File: config.mk
export PLATFORM = sky130hd
export DESIGN_NAME = frag_issue_seq_flat
export DESIGN_NICKNAME = d
export VERILOG_FILES = /design/src/rtl/cgra_isa_pkg.sv /design/src/rtl/frag_issue_seq_if.sv /design/src/rtl/decoder.sv /design/src/rtl/frag_issue_seq_prefix_merge.sv /design/src/rtl/frag_issue_seq.sv /design/src/flat_wrapper.sv
export SDC_FILE = /design/constraint.sdc
export NUM_CORES = 1
export LEC_CHECK = 0
export ABC_AREA = 1
export ABC_CLOCK_PERIOD_IN_PS = 1600
export CAP_MARGIN = 20
export CORE_AREA = 3 3 147 92
export CTS_BUF_LIST = sky130_fd_sc_hd__clkbuf_2 sky130_fd_sc_hd__clkbuf_4 sky130_fd_sc_hd__clkbuf_8
export CTS_CLUSTER_DIAMETER = 150
export DETAILED_ROUTE_END_ITERATION = 10
export DIE_AREA = 0 0 150 95
export GPL_ROUTABILITY_DRIVEN = 0
export GPL_TIMING_DRIVEN = 0
export PLACE_DENSITY = 0.68
export SLEW_MARGIN = 15
export SYNTH_ARGS = -nofsm -noshare
export SYNTH_HDL_FRONTEND = slang
export SYNTH_SLANG_ARGS = --single-unit
File: constraint.sdc
create_clock -name clk -period 1.6 [get_ports clk]
set_clock_uncertainty 0.05 [all_clocks]
set_input_delay 0.32 -clock clk [delete_from_list [all_inputs] [get_ports clk]]
set_output_delay 0.32 -clock clk [all_outputs]
set_load 0.01 [all_outputs]
File: src/rtl/cgra_isa_pkg.sv
// Shared CGRA ISA definitions: opcodes, field widths and fetch-sequencer states.
package cgra_isa_pkg;

  localparam int NALLOC_W = 7;
  localparam int TA_W     = 6;

  localparam logic [2:0] OP_ALU  = 3'b000;
  localparam logic [2:0] OP_LD   = 3'b001;
  localparam logic [2:0] OP_ST   = 3'b010;
  localparam logic [2:0] OP_TPFX = 3'b011;
  localparam logic [2:0] OP_IPFX = 3'b100;
  localparam logic [2:0] OP_FRAG = 3'b101;

  typedef enum logic {
    IDLE = 1'b0,
    FRAG = 1'b1
  } state_t;

endpackage

File: src/rtl/frag_issue_seq_if.sv
// Instruction-in and issue-out handshake bundle for frag_issue_seq.
interface frag_issue_seq_if;

  logic        instr_valid;
  logic        instr_ready;
  logic [31:0] instr;

  logic        iss_valid;
  logic        iss_ready;
  logic [2:0]  iss_op;
  logic [3:0]  iss_funct;
  logic [31:0] iss_imm;
  logic [23:0] iss_ta;
  logic [7:0]  iss_tt;
  logic [2:0]  iss_ntgt;

  modport master (
    output instr_valid, instr, iss_ready,
    input  instr_ready, iss_valid, iss_op, iss_funct, iss_imm, iss_ta, iss_tt, iss_ntgt
  );

  modport slave (
    input  instr_valid, instr, iss_ready,
    output instr_ready, iss_valid, iss_op, iss_funct, iss_imm, iss_ta, iss_tt, iss_ntgt
  );

endinterface

File: src/rtl/decoder.sv
// Field decoder for 32-bit CGRA words; fields overlap because each opcode has its own format.
module decoder
  import cgra_isa_pkg::*;
(
  input  logic [31:0]         instr,
  output logic [2:0]          op,
  output logic [3:0]          funct,
  output logic [5:0]          immlo,
  output logic [25:0]         immhi,
  output logic [TA_W-1:0]     ta1,
  output logic [TA_W-1:0]     ta2,
  output logic [TA_W-1:0]     ta3,
  output logic [TA_W-1:0]     ta4,
  output logic [1:0]          tt1,
  output logic [1:0]          tt2,
  output logic [1:0]          tt3,
  output logic [1:0]          tt4,
  output logic [NALLOC_W-1:0] nalloc,
  output logic                endf
);

  assign op     = instr[31:29];
  // immab rides in the top bit of funct
  assign funct  = {instr[25], instr[28:26]};
  assign immlo  = instr[23:18];
  assign ta1    = instr[17:12];
  assign ta2    = instr[11:6];
  assign tt1    = instr[5:4];
  assign tt2    = instr[3:2];
  assign immhi  = instr[25:0];
  assign ta3    = instr[28:23];
  assign ta4    = instr[22:17];
  assign tt3    = instr[16:15];
  assign tt4    = instr[14:13];
  assign nalloc = instr[28:22];
  assign endf   = instr[21];

endmodule

File: src/rtl/frag_issue_seq_prefix_merge.sv
// Holds pending T/I prefix state and merges it into the next main word's immediate and targets.
module prefix_merge
  import cgra_isa_pkg::*;
(
  input  logic            clk,
  input  logic            rst,
  input  logic            set_t,
  input  logic            set_i,
  input  logic            clr,
  input  logic [TA_W-1:0] ta1,
  input  logic [TA_W-1:0] ta2,
  input  logic [TA_W-1:0] ta3,
  input  logic [TA_W-1:0] ta4,
  input  logic [1:0]      tt1,
  input  logic [1:0]      tt2,
  input  logic [1:0]      tt3,
  input  logic [1:0]      tt4,
  input  logic [25:0]     immhi,
  input  logic [5:0]      immlo,
  output logic            pending,
  output logic [31:0]     imm,
  output logic [23:0]     ta,
  output logic [7:0]      tt,
  output logic [2:0]      ntgt
);

  logic            tflag, iflag;
  logic [TA_W-1:0] ta3_q, ta4_q;
  logic [1:0]      tt3_q, tt4_q;
  logic [25:0]     immhi_q;

  always_ff @(posedge clk) begin
    if (rst) begin
      tflag   <= 1'b0;
      iflag   <= 1'b0;
      ta3_q   <= '0;
      ta4_q   <= '0;
      tt3_q   <= '0;
      tt4_q   <= '0;
      immhi_q <= '0;
    end else begin
      if (clr) begin
        tflag <= 1'b0;
        iflag <= 1'b0;
      end
      if (set_t) begin
        tflag <= 1'b1;
        ta3_q <= ta3;
        ta4_q <= ta4;
        tt3_q <= tt3;
        tt4_q <= tt4;
      end
      if (set_i) begin
        iflag   <= 1'b1;
        immhi_q <= immhi;
      end
    end
  end

  assign pending = tflag | iflag;
  assign imm     = iflag ? {immhi_q, immlo} : {{26{immlo[5]}}, immlo};
  assign ta      = tflag ? {ta4_q, ta3_q, ta2, ta1} : {12'd0, ta2, ta1};
  assign tt      = tflag ? {tt4_q, tt3_q, tt2, tt1} : {4'd0, tt2, tt1};
  assign ntgt    = tflag ? 3'd4 : 3'd2;

endmodule

File: src/rtl/frag_issue_seq.sv
// Fetch-side fragment sequencer: opens/closes fragments and issues one packet per main word.
// Optional SEQ_PERF_CNT_EN adds perf_issued/perf_stall handshake and stall counters.
//   state | meaning
//   IDLE  | outside a fragment, only a fragment-start word is legal
//   FRAG  | inside a fragment, rem main words still expected
module frag_issue_seq
  import cgra_isa_pkg::*;
(
  input  logic               clk,
  input  logic               rst,
  frag_issue_seq_if.slave    bus,
  output logic               frag_start,
  output logic               frag_done,
  output logic               err
`ifdef SEQ_PERF_CNT_EN
  ,
  output logic [31:0]        perf_issued,
  output logic [31:0]        perf_stall
`endif
);

  state_t                state, state_nxt;
  logic [NALLOC_W-1:0]   rem, rem_nxt;
  logic                  accept, load, set_t, set_i, clr;
  logic                  start_nxt, done_nxt, err_nxt, pending;

  logic [2:0]            d_op;
  logic [3:0]            d_funct;
  logic [5:0]            d_immlo;
  logic [25:0]           d_immhi;
  logic [TA_W-1:0]       d_ta1, d_ta2, d_ta3, d_ta4;
  logic [1:0]            d_tt1, d_tt2, d_tt3, d_tt4;
  logic [NALLOC_W-1:0]   d_nalloc;
  logic                  d_endf;
  logic [31:0]           m_imm;
  logic [23:0]           m_ta;
  logic [7:0]            m_tt;
  logic [2:0]            m_ntgt;

  decoder u_dec (
    .instr (bus.instr), .op (d_op), .funct (d_funct), .immlo (d_immlo), .immhi (d_immhi),
    .ta1 (d_ta1), .ta2 (d_ta2), .ta3 (d_ta3), .ta4 (d_ta4),
    .tt1 (d_tt1), .tt2 (d_tt2), .tt3 (d_tt3), .tt4 (d_tt4),
    .nalloc (d_nalloc), .endf (d_endf)
  );

  prefix_merge u_merge (
    .clk (clk), .rst (rst), .set_t (set_t), .set_i (set_i), .clr (clr),
    .ta1 (d_ta1), .ta2 (d_ta2), .ta3 (d_ta3), .ta4 (d_ta4),
    .tt1 (d_tt1), .tt2 (d_tt2), .tt3 (d_tt3), .tt4 (d_tt4),
    .immhi (d_immhi), .immlo (d_immlo),
    .pending (pending), .imm (m_imm), .ta (m_ta), .tt (m_tt), .ntgt (m_ntgt)
  );

  // every word, prefixes included, waits for the single output slot
  assign bus.instr_ready = !bus.iss_valid | bus.iss_ready;
  assign accept          = bus.instr_valid & bus.instr_ready;

  always_comb begin
    state_nxt = state;
    rem_nxt   = rem;
    load      = 1'b0;
    set_t     = 1'b0;
    set_i     = 1'b0;
    clr       = 1'b0;
    start_nxt = 1'b0;
    done_nxt  = 1'b0;
    err_nxt   = 1'b0;
    if (accept) begin
      case (state)
        IDLE: begin
          if (d_op == OP_FRAG && !d_endf && d_nalloc != '0) begin
            state_nxt = FRAG;
            rem_nxt   = d_nalloc;
            start_nxt = 1'b1;
          end else begin
            err_nxt = 1'b1;
          end
        end
        FRAG: begin
          case (d_op)
            OP_ALU, OP_LD, OP_ST: begin
              load    = 1'b1;
              clr     = 1'b1;
              rem_nxt = rem - NALLOC_W'(1);
              if (rem == NALLOC_W'(1)) begin
                done_nxt  = 1'b1;
                state_nxt = IDLE;
              end
            end
            OP_TPFX: begin
              set_t   = 1'b1;
              err_nxt = pending;
            end
            OP_IPFX: begin
              set_i   = 1'b1;
              err_nxt = pending;
            end
            OP_FRAG: begin
              if (d_endf) begin
                done_nxt  = 1'b1;
                state_nxt = IDLE;
                clr       = 1'b1;
                rem_nxt   = '0;
                err_nxt   = (rem != '0) | pending;
              end else begin
                err_nxt = 1'b1;
              end
            end
            default: err_nxt = 1'b1;
          endcase
        end
        default: state_nxt = IDLE;
      endcase
    end
  end

  always_ff @(posedge clk) begin
    if (rst) begin
      state         <= IDLE;
      rem           <= '0;
      frag_start    <= 1'b0;
      frag_done     <= 1'b0;
      err           <= 1'b0;
      bus.iss_valid <= 1'b0;
      bus.iss_op    <= '0;
      bus.iss_funct <= '0;
      bus.iss_imm   <= '0;
      bus.iss_ta    <= '0;
      bus.iss_tt    <= '0;
      bus.iss_ntgt  <= '0;
    end else begin
      state      <= state_nxt;
      rem        <= rem_nxt;
      frag_start <= start_nxt;
      frag_done  <= done_nxt;
      err        <= err_nxt;
      if (load) begin
        bus.iss_valid <= 1'b1;
        bus.iss_op    <= d_op;
        bus.iss_funct <= d_funct;
        bus.iss_imm   <= m_imm;
        bus.iss_ta    <= m_ta;
        bus.iss_tt    <= m_tt;
        bus.iss_ntgt  <= m_ntgt;
      end else if (bus.iss_ready) begin
        bus.iss_valid <= 1'b0;
      end
    end
  end

`ifdef SEQ_PERF_CNT_EN
  always_ff @(posedge clk) begin
    if (rst) begin
      perf_issued <= '0;
      perf_stall  <= '0;
    end else begin
      if (bus.iss_valid & bus.iss_ready)  perf_issued <= perf_issued + 32'd1;
      if (bus.iss_valid & !bus.iss_ready) perf_stall  <= perf_stall + 32'd1;
    end
  end
`endif

endmodule
File: src/flat_wrapper.sv
// flat-port wrapper written by rule: the top's interface ports become plain ports
module frag_issue_seq_flat import cgra_isa_pkg::*;
  (clk, rst, frag_start, frag_done, err, bus_instr_valid, bus_instr, bus_iss_ready, bus_instr_ready, bus_iss_valid, bus_iss_op, bus_iss_funct, bus_iss_imm, bus_iss_ta, bus_iss_tt, bus_iss_ntgt);
  frag_issue_seq_if bus_i ();
  input  logic clk;
  input  logic rst;
  output logic frag_start;
  output logic frag_done;
  output logic err;
  input wire logic [$bits(bus_i.instr_valid)-1:0] bus_instr_valid;
  input wire logic [$bits(bus_i.instr)-1:0] bus_instr;
  input wire logic [$bits(bus_i.iss_ready)-1:0] bus_iss_ready;
  output wire logic [$bits(bus_i.instr_ready)-1:0] bus_instr_ready;
  output wire logic [$bits(bus_i.iss_valid)-1:0] bus_iss_valid;
  output wire logic [$bits(bus_i.iss_op)-1:0] bus_iss_op;
  output wire logic [$bits(bus_i.iss_funct)-1:0] bus_iss_funct;
  output wire logic [$bits(bus_i.iss_imm)-1:0] bus_iss_imm;
  output wire logic [$bits(bus_i.iss_ta)-1:0] bus_iss_ta;
  output wire logic [$bits(bus_i.iss_tt)-1:0] bus_iss_tt;
  output wire logic [$bits(bus_i.iss_ntgt)-1:0] bus_iss_ntgt;
  assign bus_i.instr_valid = bus_instr_valid;
  assign bus_i.instr = bus_instr;
  assign bus_i.iss_ready = bus_iss_ready;
  assign bus_instr_ready = bus_i.instr_ready;
  assign bus_iss_valid = bus_i.iss_valid;
  assign bus_iss_op = bus_i.iss_op;
  assign bus_iss_funct = bus_i.iss_funct;
  assign bus_iss_imm = bus_i.iss_imm;
  assign bus_iss_ta = bus_i.iss_ta;
  assign bus_iss_tt = bus_i.iss_tt;
  assign bus_iss_ntgt = bus_i.iss_ntgt;
  frag_issue_seq u_core (.clk(clk), .rst(rst), .bus(bus_i), .frag_start(frag_start), .frag_done(frag_done), .err(err));
endmodule
Yosys cells after proc, flatten, opt, wreduce, memory -nomap -nowiden
Cells that the tools add are included.

cells by class
  bitwise logic cells = 6
  muxes and demuxes = 37
  add/sub/neg operators = 1
  reduce and logical (&&, ||, !) cells = 16
  equality and inequality tests = 9

operators with widths
  cell                   number
  $mux W32               1
  $pmux W7 S2            2
  $mux W24               1
  $mux W1                23
  $mux W7                2
  $reduce_bool A7 Y1     2
  $pmux W1 S2            5
  $reduce_or A3 Y1       3
  $mux W8                1
  $eq A7 B1 Y1 const B   1
  $sub A7 B1 Y7 const B  1
  $eq A3 B2 Y1 const B   2
  $eq A3 B3 Y1 const B   2
  $ne A3 B3 Y1 const B   2
  $reduce_bool A2 Y1     3
  $reduce_and A4 Y1      1
  $reduce_or A2 Y1       2
  $eq A3 B1 Y1 const B   1
  $logic_not A3 Y1       1
  $mux W3                1
  $or A1 B1 Y1           3
  $pmux W1 S3            1
  $logic_and A1 B1 Y1    2
  $logic_not A1 Y1       2
  other kinds (3)        4

word-level totals
  output and inout port bits = 79
  bits of input ports = 36
  logic and storage cells = 88
  register bits = 130

Longest topological paths before layout
  depth after elaboration = 7
  gate-level depth with buffers = 10
  depth with buffers taken out = 9

Modules after synthesis
A second synthesis with hierarchy kept.

second synthesis, totals
  cell total of the unflattened synthesis = 855
  area total of the unflattened synthesis = 6202.2 um^2

by module, submodules not included
  module          cells an instance  times used  area each (um^2)  sequential area each (um^2)
  frag_issue_seq  467                1           3517.1            1721.7
  prefix_merge    309                1           2092.0            880.8
  decoder         79                 1           593.1             0.0

Least setup slack after synthesis
OpenSTA, ideal clock, no wires.

  kind = flip-flop to flip-flop
  from = register u_core.bus.iss_valid
  to = register u_core.u_merge.immhi_q[12]
  arrival = 1.181 ns
  path buffers = 1
  setup slack = 0.254 ns
  clock period less this slack = 1.346 ns
  required time = 1.434 ns
  cell stages (with the launch flop) = 10
  library setup time = 0.116 ns
  cells stage by stage = dfxtp_1 nand2_2 nand2_1 inv_4 nand2_1 nor2_4 inv_2 buf_2 nor2_1 nor2_1

between the ends
  word-level cells in the longest chain between the ends = 4

RTL lines
  what                    RTL line                           text
  from (decl)             frag_issue_seq_if.sv:24            output instr_ready, iss_valid, iss_op, iss_funct, iss_imm, iss_ta, iss_tt, iss_ntgt
  from (signal assigned)  frag_issue_seq.sv:125              bus.iss_valid <= 1'b0;
  from (signal assigned)  frag_issue_seq.sv:139              bus.iss_valid <= 1'b1;
  from (signal assigned)  frag_issue_seq.sv:147              bus.iss_valid <= 1'b0;
  $logic_not A1 Y1        frag_issue_seq.sv:56               assign bus.instr_ready = !bus.iss_valid | bus.iss_ready;
  $or A1 B1 Y1            frag_issue_seq.sv:56
  net bus_instr_ready     flat_wrapper.sv:13                 output wire logic [$bits(bus_i.instr_ready)-1:0] bus_instr_ready;
  $and A1 B1 Y1           frag_issue_seq.sv:57               assign accept = bus.instr_valid & bus.instr_ready;
  $mux W1                 frag_issue_seq.sv:69               if (accept) begin
  to (signal assigned)    frag_issue_seq_prefix_merge.sv:55  immhi_q <= immhi;
  to (decl)               frag_issue_seq_prefix_merge.sv:30  logic [25:0] immhi_q;

The timed path passes the listed nets, and every way through them passes these cells.
A chain may end at the register's enable or synchronous reset.

Worst setup path after layout
  from = input bus_iss_ready
  to = register u_core.u_merge.immhi_q[17]

between the ends
  word-level cells in the longest chain between the ends = 3

RTL lines
  what           RTL line              text
  from (decl)    flat_wrapper.sv:12    input wire logic [$bits(bus_i.iss_ready)-1:0] bus_iss_ready;
  $or A1 B1 Y1   frag_issue_seq.sv:56
  $and A1 B1 Y1  frag_issue_seq.sv:57
  $mux W1        frag_issue_seq.sv:69

No other way between the ends.

==> impl_metrics.xml <==
<?xml version="1.0" encoding="UTF-8"?>
<metrics>
  <group name="synth">
    <metric name="synthArstFlopShare" unit="%">0</metric>
    <metric name="syn_inst" unit="">643</metric>
    <metric name="post-synth-top-area-cell" unit="">sky130_fd_sc_hd__dfxtp_1</metric>
    <metric name="synthAdderAreaFrac" unit="%">0.490</metric>
    <metric name="synth_compound_area_share" unit="%">18.6</metric>
    <metric name="yosysUniqueCellTypes" unit="">30</metric>
    <metric name="post_synth_and_or_nand_nor_area_fraction" unit="%">22.7</metric>
    <metric name="average_cell_area_after_synthesis" unit="sq um">7.95</metric>
    <metric name="combinational_family_with_the_most_area_after_synthesis" unit="">simple AND/OR/NAND/NOR gates</metric>
    <metric name="synthXorXnorAreaFrac" unit="%">0.343</metric>
    <metric name="post_syn_nets" unit="">681</metric>
    <metric name="synth_top_cell_area_share" unit="%">50.5</metric>
    <metric name="postSynth.topFlopCell" unit="">sky130_fd_sc_hd__dfxtp_1</metric>
    <metric name="synth.area.top_cells" unit="">sky130_fd_sc_hd__dfxtp_1 51%, sky130_fd_sc_hd__nor2_1 9.9%, sky130_fd_sc_hd__o21ai_0 9.4%</metric>
    <metric name="post_synth_instance_area" unit="sq um">5110</metric>
    <metric name="post_synth_edffs" unit="">0</metric>
    <metric name="ys_ff_latch" unit="">129</metric>
    <metric name="yosysSeqAreaShare" unit="%">50.5</metric>
    <metric name="synthesis.yosys.warnings" unit="">0</metric>
    <metric name="multiplexer_fraction_of_the_synthesized_cell_area" unit="%">0</metric>
  </group>
  <group name="routing">
    <metric name="post_drt_via_cell_ratio" unit="">5.19</metric>
    <metric name="drc" unit="">0</metric>
    <metric name="first_iter_violations" unit="">411</metric>
    <metric name="route.vias.total" unit="">4959</metric>
    <metric name="postRouteWirelength" unit="microns">15700</metric>
    <metric name="drt_first_pass_iters" unit="">5</metric>
    <metric name="post_drt_wl_per_cell" unit="microns">16.5</metric>
    <metric name="detail-route-antenna-nets" unit="">0</metric>
  </group>
  <group name="clock_tree">
    <metric name="clock_path_buffers" unit="">2</metric>
    <metric name="holdBufCountCts" unit="">0</metric>
    <metric name="cts_tree" unit="">built</metric>
    <metric name="total_clock_buffers_created_by_cts" unit="">17</metric>
    <metric name="worst_setup_hold_path_clk_slew" unit="ns">0.07</metric>
    <metric name="cts.htree.levels" unit="">4</metric>
    <metric name="ctsRootBufferMaster" unit="">sky130_fd_sc_hd__clkbuf_8</metric>
    <metric name="clock_insertion_delay_worst_skew" unit="ns">0.44</metric>
    <metric name="clock_tree_sinks" unit="">129</metric>
  </group>
  <group name="final_layout">
    <metric name="ff_latch_area" unit="sq um">2590</metric>
    <metric name="layout.cells.non_filler" unit="">956</metric>
    <metric name="share_of_layout_cells_above_drive_strength_1" unit="%">14.4</metric>
    <metric name="multi_input_area" unit="sq um">2180</metric>
    <metric name="layout-area-overhead-vs-synth" unit="%">34.1</metric>
    <metric name="layout_commonest_cell" unit="">sky130_fd_sc_hd__nor2_1</metric>
    <metric name="final_net_count" unit="">816</metric>
    <metric name="fill_cells" unit="">1120</metric>
    <metric name="mostFrequentLayoutCells" unit="">131 x sky130_fd_sc_hd__nor2_1, 125 x sky130_fd_sc_hd__dfxtp_1, 93 x sky130_fd_sc_hd__o21ai_0, 89 x sky130_fd_sc_hd__nand2_1, 79 x sky130_fd_sc_hd__dlygate4sd2_1</metric>
    <metric name="design_area" unit="sq um">6850</metric>
    <metric name="antennaDiodeCount" unit="">0</metric>
  </group>
  <group name="floorplanning">
    <metric name="die_area" unit="sq um">14300</metric>
    <metric name="initial_utilization" unit="%">42.2</metric>
    <metric name="top_level_ports" unit="">115</metric>
    <metric name="overall_die_width" unit="microns">150</metric>
    <metric name="die_height" unit="microns">95</metric>
    <metric name="rows" unit="">31</metric>
    <metric name="core" unit="sq um">12100</metric>
  </group>
  <group name="timing">
    <metric name="finalWorstSetupSlack" unit="ns">0.0509</metric>
    <metric name="maxSlewHeadroom" unit="%">51.9</metric>
    <metric name="report.final.setup_viol" unit="">0</metric>
    <metric name="finalCritPeriodShare" unit="%">96.8</metric>
    <metric name="worst_pin_slew" unit="ns">0.722</metric>
    <metric name="timing.final.crit_period" unit="ns">1.55</metric>
    <metric name="hold_slack" unit="ns">0.272</metric>
    <metric name="final_max_slew_viol_count" unit="">0</metric>
    <metric name="timing.fmax" unit="MHz">646</metric>
    <metric name="hold_violations" unit="">0</metric>
  </group>
  <group name="placement">
    <metric name="pre_cts_slack" unit="ns">-0.699</metric>
    <metric name="dp_hpwl" unit="microns">11800</metric>
    <metric name="placement.io_buffers" unit="">113</metric>
    <metric name="place_area" unit="sq um">6450</metric>
    <metric name="numPlacedInstances" unit="">921</metric>
  </group>
  <group name="setup_path">
    <metric name="arrival" unit="ns">1.82</metric>
    <metric name="worstSetupPathType" unit="">input port to flip-flop</metric>
    <metric name="r2r-start" unit="">u_core.bus.iss_valid</metric>
    <metric name="end_kind" unit="">flip-flop</metric>
    <metric name="crit_path_start" unit="">bus_iss_ready</metric>
    <metric name="start_kind" unit="">input port</metric>
    <metric name="r2r_setup_slack" unit="ns">0.10</metric>
    <metric name="critical_path_fanout_max" unit="">10</metric>
    <metric name="cp_data_required_time" unit="ns">1.87</metric>
  </group>
  <group name="power">
    <metric name="clock_power_share" unit="%">44.7</metric>
    <metric name="max-vdd-ir-drop" unit="uV">549</metric>
    <metric name="power.density" unit="nW/um^2">956</metric>
    <metric name="power.combinational.fraction" unit="%">5.9</metric>
    <metric name="swShare" unit="%">24.7</metric>
    <metric name="p_int" unit="mW">4.93</metric>
    <metric name="share_seq_of_total_power" unit="%">49.4</metric>
    <metric name="switching_power" unit="mW">1.62</metric>
    <metric name="design_power_total" unit="mW">6.55</metric>
    <metric name="p_leak" unit="nW">3.06</metric>
  </group>
  <group name="global_routing">
    <metric name="number_of_antenna_violations_at_the_first_check_in_global_routing" unit="">0</metric>
    <metric name="grt_remaining_overflow" unit="">0</metric>
    <metric name="wire_length_of_the_first_global_routing_pass" unit="microns">24500</metric>
    <metric name="via_count_of_the_first_global_routing_pass" unit="">4707</metric>
    <metric name="pin_count_of_the_biggest_net_entering_global_routing" unit="">17</metric>
    <metric name="groute.usage.overall" unit="%">22.5</metric>
  </group>
  <group name="hold_path">
    <metric name="worst_hold_launch" unit="">bus_instr[30]</metric>
    <metric name="hp-class" unit="">input port to flip-flop</metric>
  </group>
  <group name="run_status">
    <metric name="outcome" unit="">finished clean</metric>
  </group>
  <group name="flow_run">
    <metric name="maxCapViolations" unit="">0</metric>
  </group>
</metrics>
cells by family after synthesis:
group / Yosys count
compound gates: 173
flops: 129
buf+inv: 70
xor+xnor: 2
other cells: 1
fa+ha+maj: 2
simple gates: 266
state kept, by name, indices dropped and copies added (netlist names), 2 cells and up:
signal	count
u_core.bus.iss_funct	4
u_core.bus.iss_imm	32
u_core.bus.iss_ntgt	2
u_core.bus.iss_op	3
u_core.bus.iss_ta	24
u_core.bus.iss_tt	8
u_core.rem	7
u_core.u_merge.immhi_q	26
u_core.u_merge.ta3_q	6
u_core.u_merge.ta4_q	6
u_core.u_merge.tt3_q	2
u_core.u_merge.tt4_q	2
routing by layer:
| layer | share of wire (%) | vias to the layer above | GRT usage (%) | wire length, microns |
|---|---|---|---|---|
| met3 | 9.9 | 26 | 6.57 | 1560 |
| met1 | 49 | 2297 | 33.7 | 7750 |
| met5 | 0 | - | 0 | 0 |
| li1 | - | 2386 | - | - |
| met2 | 39 | 250 | 30.6 | 6200 |
| met4 | 1.5 | 0 | 7.15 | 244 |
worst max-delay path, stage by stage:
cell and delay (ns):
sky130_fd_sc_hd__clkdlybuf4s50_1 0.46, sky130_fd_sc_hd__inv_1 0.04, sky130_fd_sc_hd__nand2_2 0.07, sky130_fd_sc_hd__nand2_2 0.11
sky130_fd_sc_hd__clkinv_4 0.11, sky130_fd_sc_hd__nand2_1 0.09, sky130_fd_sc_hd__nor2_4 0.17, sky130_fd_sc_hd__inv_2 0.07
sky130_fd_sc_hd__clkbuf_4 0.19, sky130_fd_sc_hd__nor2_1 0.12, sky130_fd_sc_hd__nor2_1 0.07
cells in the mapped netlist (2+ instances only):
cell	number
sky130_fd_sc_hd__a21oi_1	34
sky130_fd_sc_hd__o21ai_1	3
sky130_fd_sc_hd__inv_4	2
sky130_fd_sc_hd__nand3_1	16
sky130_fd_sc_hd__nand2_4	10
sky130_fd_sc_hd__nor2_4	2
sky130_fd_sc_hd__nand4_1	4
sky130_fd_sc_hd__buf_4	7
sky130_fd_sc_hd__buf_6	7
sky130_fd_sc_hd__inv_1	22
sky130_fd_sc_hd__nor3_1	2
sky130_fd_sc_hd__clkbuf_1	17
sky130_fd_sc_hd__a31oi_1	26
sky130_fd_sc_hd__inv_2	4
sky130_fd_sc_hd__a21oi_2	9
sky130_fd_sc_hd__nand2_2	2
sky130_fd_sc_hd__xor2_1	2
sky130_fd_sc_hd__buf_2	10
sky130_fd_sc_hd__ha_1	2
sky130_fd_sc_hd__nor2_1	135
sky130_fd_sc_hd__o211ai_1	3
sky130_fd_sc_hd__dfxtp_1	129
sky130_fd_sc_hd__o21ai_0	96
sky130_fd_sc_hd__nand2_1	93
path summary, 6_finish.rpt:
path | end | depth (start not counted)
max | u_core.u_merge.immhi_q[17] | 11
min | u_core.bus.iss_op[1] | 3
min reg2reg | u_core.bus.iss_op[2] | 2
max reg2reg | u_core.u_merge.immhi_q[17] | 9
through the flow:
step | util, % | TNS [ns]
2_1_floorplan | - | 0
3_3_place_gp | 53.3 | -53.35
3_5_place_dp | 53.3 | -56.26
4_1_cts | 56.2 | 0
5_1_grt | 56.6 | -0.00227
6_report | 56.6 | 0
final cells by class:
| type | count | area share [%] |
|---|---|---|
| timing repair buffer | 116 | 15.5 |
| inverter | 28 | 1.64 |
| buffer | 42 | 4.14 |
| tap | 165 | 3.01 |
| multi-input combinational | 444 | 31.9 |
| clock inverter | 15 | 2.70 |
| clock buffer | 17 | 3.41 |
| sequential | 129 | 37.8 |
repair_timing:
item,4_1_cts,5_1_grt
setup endpoints to repair,128,74
setup buffers,1,2
pin swaps,0,2
gates resized for setup,93,21
power groups by stage:
stage | clock network [mW] | registers [mW] | logic (mW)
floorplan | 0 | 3.31 | 0.173
global placement | 0 | 3.31 | 0.368
detailed placement | 0 | 3.31 | 0.377
CTS | 2.97 | 3.23 | 0.379
global route | 3.10 | 3.23 | 0.421
finish | 2.93 | 3.23 | 0.389
Power figures use the tool's default switching activity.
